`src/rtl/quadrature_angle_decoder.sv`:
```
// Quadrature encoder front end for the steering angle loop.
// Synchronises and glitch-filters A/B/index, decodes 4x into a wrapping
// position count, and reports direction, illegal transitions and stall.
module quadrature_angle_decoder #(
    parameter int CPR          = 4096,
    parameter int FILTER_LEN   = 4,
    parameter int STALL_CYCLES = 50000,
    parameter bit INDEX_ENABLE = 1'b1,
    parameter bit INVERT_DIR   = 1'b0
) (
    input  logic        clock,
    input  logic        reset,
    input  logic        enc_a,
    input  logic        enc_b,
    input  logic        enc_index,
    input  logic        zero_req,
    input  logic        clear_error,
    output logic [11:0] current_angle,
    output logic        angle_valid,
    output logic        direction,
    output logic        step,
    output logic        quad_error,
    output logic        stalled
);

    localparam logic [11:0] MAX_COUNT = 12'(CPR - 1);
    localparam logic [3:0]  FILT_LEN  = 4'(FILTER_LEN);
    localparam logic [19:0] STALL_MAX = 20'(STALL_CYCLES);

    // Pin bit order used throughout: [2] = index, [1] = A, [0] = B.
    logic [2:0]  sync1_q, sync2_q;
    logic [2:0]  filt_q, filt_d;
    logic [2:0]  filt_prev_q;
    logic [3:0]  filt_cnt_q [3];
    logic [3:0]  filt_cnt_d [3];

    logic [11:0] count_q, count_d;
    logic        valid_q, valid_d;
    logic        dir_q, dir_d;
    logic        step_q, step_d;
    logic        err_q, err_d;
    logic [19:0] stall_cnt_q, stall_cnt_d;
    logic        stalled_q, stalled_d;

    logic [1:0]  pos_old, pos_new, pos_diff;
    logic        fwd_raw, rev_raw, illegal;
    logic        inc, dec, index_rise;

    // Two-flop synchroniser on the asynchronous encoder pins.
    always_ff @(posedge clock) begin
        sync1_q <= {enc_index, enc_a, enc_b};
        sync2_q <= sync1_q;
    end

    // Per-pin filter: accept a new level only after FILTER_LEN consecutive differing samples.
    always_comb begin
        filt_d = filt_q;
        for (int i = 0; i < 3; i++) begin
            filt_cnt_d[i] = 4'd0;
            if (sync2_q[i] != filt_q[i]) begin
                if (filt_cnt_q[i] + 4'd1 == FILT_LEN) begin
                    filt_d[i] = sync2_q[i];
                end else begin
                    filt_cnt_d[i] = filt_cnt_q[i] + 4'd1;
                end
            end
        end
    end

    // Filter state; at reset the filter tracks the synchroniser so release causes no event.
    always_ff @(posedge clock) begin
        if (reset) begin
            filt_q      <= sync2_q;
            filt_prev_q <= sync2_q;
            for (int i = 0; i < 3; i++) filt_cnt_q[i] <= 4'd0;
        end else begin
            filt_q      <= filt_d;
            filt_prev_q <= filt_q;
            for (int i = 0; i < 3; i++) filt_cnt_q[i] <= filt_cnt_d[i];
        end
    end

    // 4x decode and next-state for count, flags and stall supervision.
    always_comb begin
        // Gray {A,B} -> quadrant position, so a legal step is a difference of +/-1 mod 4.
        pos_old  = {filt_prev_q[1], filt_prev_q[1] ^ filt_prev_q[0]};
        pos_new  = {filt_q[1], filt_q[1] ^ filt_q[0]};
        pos_diff = pos_new - pos_old;
        fwd_raw  = (pos_diff == 2'd1);
        rev_raw  = (pos_diff == 2'd3);
        illegal  = (pos_diff == 2'd2);
        inc      = INVERT_DIR ? rev_raw : fwd_raw;
        dec      = INVERT_DIR ? fwd_raw : rev_raw;
        step_d   = fwd_raw | rev_raw;
        index_rise = INDEX_ENABLE && filt_q[2] && !filt_prev_q[2];

        count_d = count_q;
        if (inc) begin
            count_d = (count_q == MAX_COUNT) ? 12'd0 : count_q + 12'd1;
        end else if (dec) begin
            count_d = (count_q == 12'd0) ? MAX_COUNT : count_q - 12'd1;
        end
        // Referencing overrides the step's count effect but not step/direction.
        if (zero_req || index_rise) begin
            count_d = 12'd0;
        end

        dir_d   = step_d ? inc : dir_q;
        valid_d = valid_q | zero_req | index_rise | !INDEX_ENABLE;
        err_d   = illegal ? 1'b1 : (clear_error ? 1'b0 : err_q);

        if (step_d) begin
            stall_cnt_d = 20'd0;
        end else if (stall_cnt_q == STALL_MAX) begin
            stall_cnt_d = stall_cnt_q;
        end else begin
            stall_cnt_d = stall_cnt_q + 20'd1;
        end
        // Compared against the pre-step count so stalled falls one cycle after step.
        stalled_d = (stall_cnt_q == STALL_MAX);
    end

    // Registered outputs and supervision state.
    always_ff @(posedge clock) begin
        if (reset) begin
            count_q     <= 12'd0;
            valid_q     <= 1'b0;
            dir_q       <= 1'b0;
            step_q      <= 1'b0;
            err_q       <= 1'b0;
            stall_cnt_q <= 20'd0;
            stalled_q   <= 1'b0;
        end else begin
            count_q     <= count_d;
            valid_q     <= valid_d;
            dir_q       <= dir_d;
            step_q      <= step_d;
            err_q       <= err_d;
            stall_cnt_q <= stall_cnt_d;
            stalled_q   <= stalled_d;
        end
    end

    assign current_angle = count_q;
    assign angle_valid   = valid_q;
    assign direction     = dir_q;
    assign step          = step_q;
    assign quad_error    = err_q;
    assign stalled       = stalled_q;

endmodule

```
`config.mk`:
```
export PLATFORM = sky130hd
export DESIGN_NAME = quadrature_angle_decoder
export DESIGN_NICKNAME = d
export VERILOG_FILES = /design/src/rtl/quadrature_angle_decoder.sv
export SDC_FILE = /design/constraint.sdc
export NUM_CORES = 1
export LEC_CHECK = 0
export ABC_CLOCK_PERIOD_IN_PS = 3000
export CORE_MARGIN = 5
export CORE_UTILIZATION = 37
export DETAILED_ROUTE_END_ITERATION = 16
export PLACE_DENSITY_LB_ADDON = 0.3
export SLEW_MARGIN = 20
export SYNTH_ARGS = -nofsm -noshare
export SYNTH_HDL_FRONTEND = slang
export SYNTH_SLANG_ARGS = --single-unit
export TNS_END_PERCENT = 30
```
`constraint.sdc`:
```
create_clock -name clock -period 3 [get_ports clock]
set_clock_uncertainty 0.05 [all_clocks]
set_input_delay 0.6 -clock clock [delete_from_list [all_inputs] [get_ports clock]]
set_output_delay 0.6 -clock clock [all_outputs]
set_load 0.02 [all_outputs]
```
==> metrics.csv <==
stage,metric,value,unit
yosys,Synth top cells by count,"58 x dfxtp_1, 52 x nor2_1, 21 x xor2_1",
final_layout,Syn-to-layout area delta,18.0,%
setup_path,reg2reg end,current_angle[1],
setup_path,critical path arrival,1.70,ns
final_layout,share of layout cells above drive strength 1,0.0863,
drt,Post-Route WL,6350,um
cts,CTS Buf Count,9,
power,power per cell area,610,nW/um^2
setup_path,CP endpoint,current_angle[3],
drt,DRT antenna net count,0,
cts,H-Tree Level Count,3,
placed_design,dpl cells,461,
die,Die Area,10100,um^2
grt,largest net degree at the start of global routing,18,
drt,initial drt markers,100,
setup_path,crit-path cells,clkdlybuf4s50_1,
grt,initial antenna violation count,0,
final_layout,# diodes,0,
die,initial cell density of the core,0.374,
setup_path,Crit Path Category,register to output port,
die,die width,100,um
cts,CTS root buffer,clkbuf_8,
die,# IOs,24,
setup_path,Worst Path Buf+Inv,1,
drt,DRC Markers,0,
yosys,"Avg Cell Area, Syn",8.84,um^2
timing,Fmax,0.426,GHz
final_layout,Util after Layout,0.441,
cts,Worst-path clk slew,0.07,ns
setup_path,r2r setup slk,0.87,ns
job,max_cap viols,0,
cts,CTS hold repair buffers,0,
outcome,status,finished clean,
grt,All-Layer GR Usage,0.136,
timing,final worst-path cycle share,0.782,
final_layout,# fillers,828,
yosys,"Top FF cell, synth",dfxtp_1,
power,peak supply drop,0.268,mV
timing,final setup violation count,0,
drt,drt pass-1 iters,5,
yosys,warnings from Yosys,0,
yosys,Synth async-reset ratio,0,
setup_path,"delay-heaviest family, CP",buffers and inverters,
setup_path,Critical Path Source,current_angle[3],
cts,worst-skew pair later-pin latency,0.33,ns
cts,post-CTS sizing,0,
timing,Max-slew headroom,0.579,
timing,slew at the pin closest to its max-slew limit,0.625,ns
setup_path,critical path peak fanout,10,
yosys,share of the synthesized area in the top cell type,0.384,
timing,unrepaired setup endpoints after global routing,no,
setup_path,"Largest stage delay, worst path",0.73,ns
timing,Max Slew Vio Count,0,
die,number of placement rows,33,
cts,# clock sinks,61,
yosys,top post-synthesis cells by area,"dfxtp_1 38%, nor2_1 6.5%, xor2_1 6.1%",
cts,CTS tree,done,
power,Pwr Total,2.18,mW
yosys,Syn Nets,358,
setup_path,CP max-delay cell,clkdlybuf4s50_1,
yosys,post-synth design cell area,3020,um^2
drt,drt wl/cell,13.3,um
die,Die Ht,100,um
yosys,Post-synth EDFFs,3,
grt,first-pass GRT wire length,11300,um
final_layout,nets,383,
yosys,Syn Inst Count,342,
drt,Vias per Instance,5.27,
cts,postcts setup bufs,0,
timing,Final min period,2.35,ns
yosys,post-synth top area cell,dfxtp_1,
final_layout,Finished Layout Cells,476,
yosys,sequential cell area fraction in the yosys report,0.414,
grt,GR Overflow Total,0,
yosys,"FF+latch count, synth",61,
worst_hold_path,min-delay worst type,register to register,
grt,vias in the first global route,2421,
setup_path,Stages on worst setup path,1,
final_layout,footprint of the multi-input gates,1660,um^2
setup_path,worst r2r src,current_angle[0],
die,core region area,8090,um^2
setup_path,CP Capture Type,output port,
yosys,"count leader, synth",dfxtp_1,
final_layout,FF+latch area,1250,um^2
drt,detailed-route via count,2508,
timing,Fin. Hold Viols,0,
placed_design,number of port buffers,23,
placed_design,Final HPWL DP,4530,um
setup_path,startpoint types,register,
yosys,Synth cell types,52,
setup_path,Crit path required time,2.35,ns
setup_path,Reg2Reg Depth,6,
placed_design,RePlAce Congestion,0.887,
power,Pleak,1.28,nW
cts,clock buffer depth,2,
timing,post-route setup TNS,0,ns
area by class of cell:
class | instances | area share
multi-input cells | 253 | 0.464
flip-flops and latches | 61 | 0.351
repair buffers | 28 | 0.0751
clock buffers | 12 | 0.0467
well taps | 105 | 0.0368
inverters | 14 | 0.0147
clock inverters | 3 | 0.0116
sequential cells by signal, indices dropped and copies added (netlist names), 3 cells and up:
register       flops
stall_cnt_q       20
current_angle     12
filt_cnt_q        12
filt_prev_q        3
filt_q             3
sync1_q            3
sync2_q            3
routing by layer:
metal  wire [um]  up-vias  track usage
li1            -     1253            -
met1        2790     1177        0.172
met2        3120       65        0.218
met3         332       13       0.0410
met4         106        0       0.0560
met5           0        -            0
power by group:
group	leakage (nW)	switching (mW)	total (mW)	internal [mW]
Sequential	0.503	0.0607	0.920	0.860
Combinational	0.672	0.281	0.498	0.217
Clock	0.108	0.305	0.757	0.452
cells in the final DEF (no fill, tap or decap), types with 2 or more instances in the layout:
cell type | netlist | final
dfxtp_1 | 58 | 58
nor2_1 | 52 | 52
clkdlybuf4s50_1 | 0 | 23
xor2_1 | 21 | 21
nand2_1 | 20 | 20
a21oi_1 | 19 | 19
nand3_1 | 18 | 18
inv_1 | 14 | 14
xnor2_1 | 14 | 14
nor3_1 | 12 | 12
clkbuf_8 | 0 | 10
nand4_1 | 9 | 9
ha_1 | 9 | 9
nor4_1 | 8 | 8
nand2b_1 | 5 | 5
or3_1 | 5 | 5
buf_4 | 2 | 5
nor3b_1 | 4 | 4
a21o_1 | 4 | 4
nor2b_1 | 4 | 4
and3_1 | 4 | 4
a311oi_1 | 4 | 4
mux2_2 | 3 | 3
a31oi_1 | 3 | 3
o21ai_0 | 3 | 3
edfxtp_1 | 3 | 3
nor4_4 | 2 | 2
nor4b_1 | 2 | 2
a41oi_1 | 2 | 2
a211oi_1 | 2 | 2
o22ai_1 | 2 | 2
a31o_2 | 2 | 2
through the flow:
stage / hold slack (ns) / setup slack [ns] / area, um^2
3_3_place_gp: 0.262 / 0.937 / 3360
5_1_grt: 0.282 / 0.605 / 3570
4_1_cts: 0.275 / 0.641 / 3570
6_report: 0.277 / 0.654 / 3570
2_1_floorplan: 0.260 / 1.04 / 3020
3_5_place_dp: 0.262 / 0.902 / 3360
worst min path at each step:
stage / from / end / slack (ns) / depth (start not counted)
finish: sync1_q[0] / sync2_q[0] / 0.28 / 0
detailed placement: sync1_q[0] / sync2_q[0] / 0.26 / 0
global route: sync1_q[1] / sync2_q[1] / 0.28 / 0
floorplan: sync1_q[0] / sync2_q[0] / 0.26 / 0
CTS: sync1_q[1] / sync2_q[1] / 0.28 / 0
global placement: sync1_q[0] / sync2_q[0] / 0.26 / 0
cells by family after synthesis:
logic type / Yosys count / synth area share
AND/OR/NAND/NOR: 155 / 0.275
flip-flops: 61 / 0.414
AO/OA/AOI/OAI: 48 / 0.104
XOR/XNOR: 37 / 0.117
buffers and inverters: 28 / 0.0381
adder cells (fa/ha/maj): 9 / 0.0373
multiplexers: 4 / 0.0145
Note: power is estimated with default switching activity, not from simulation.
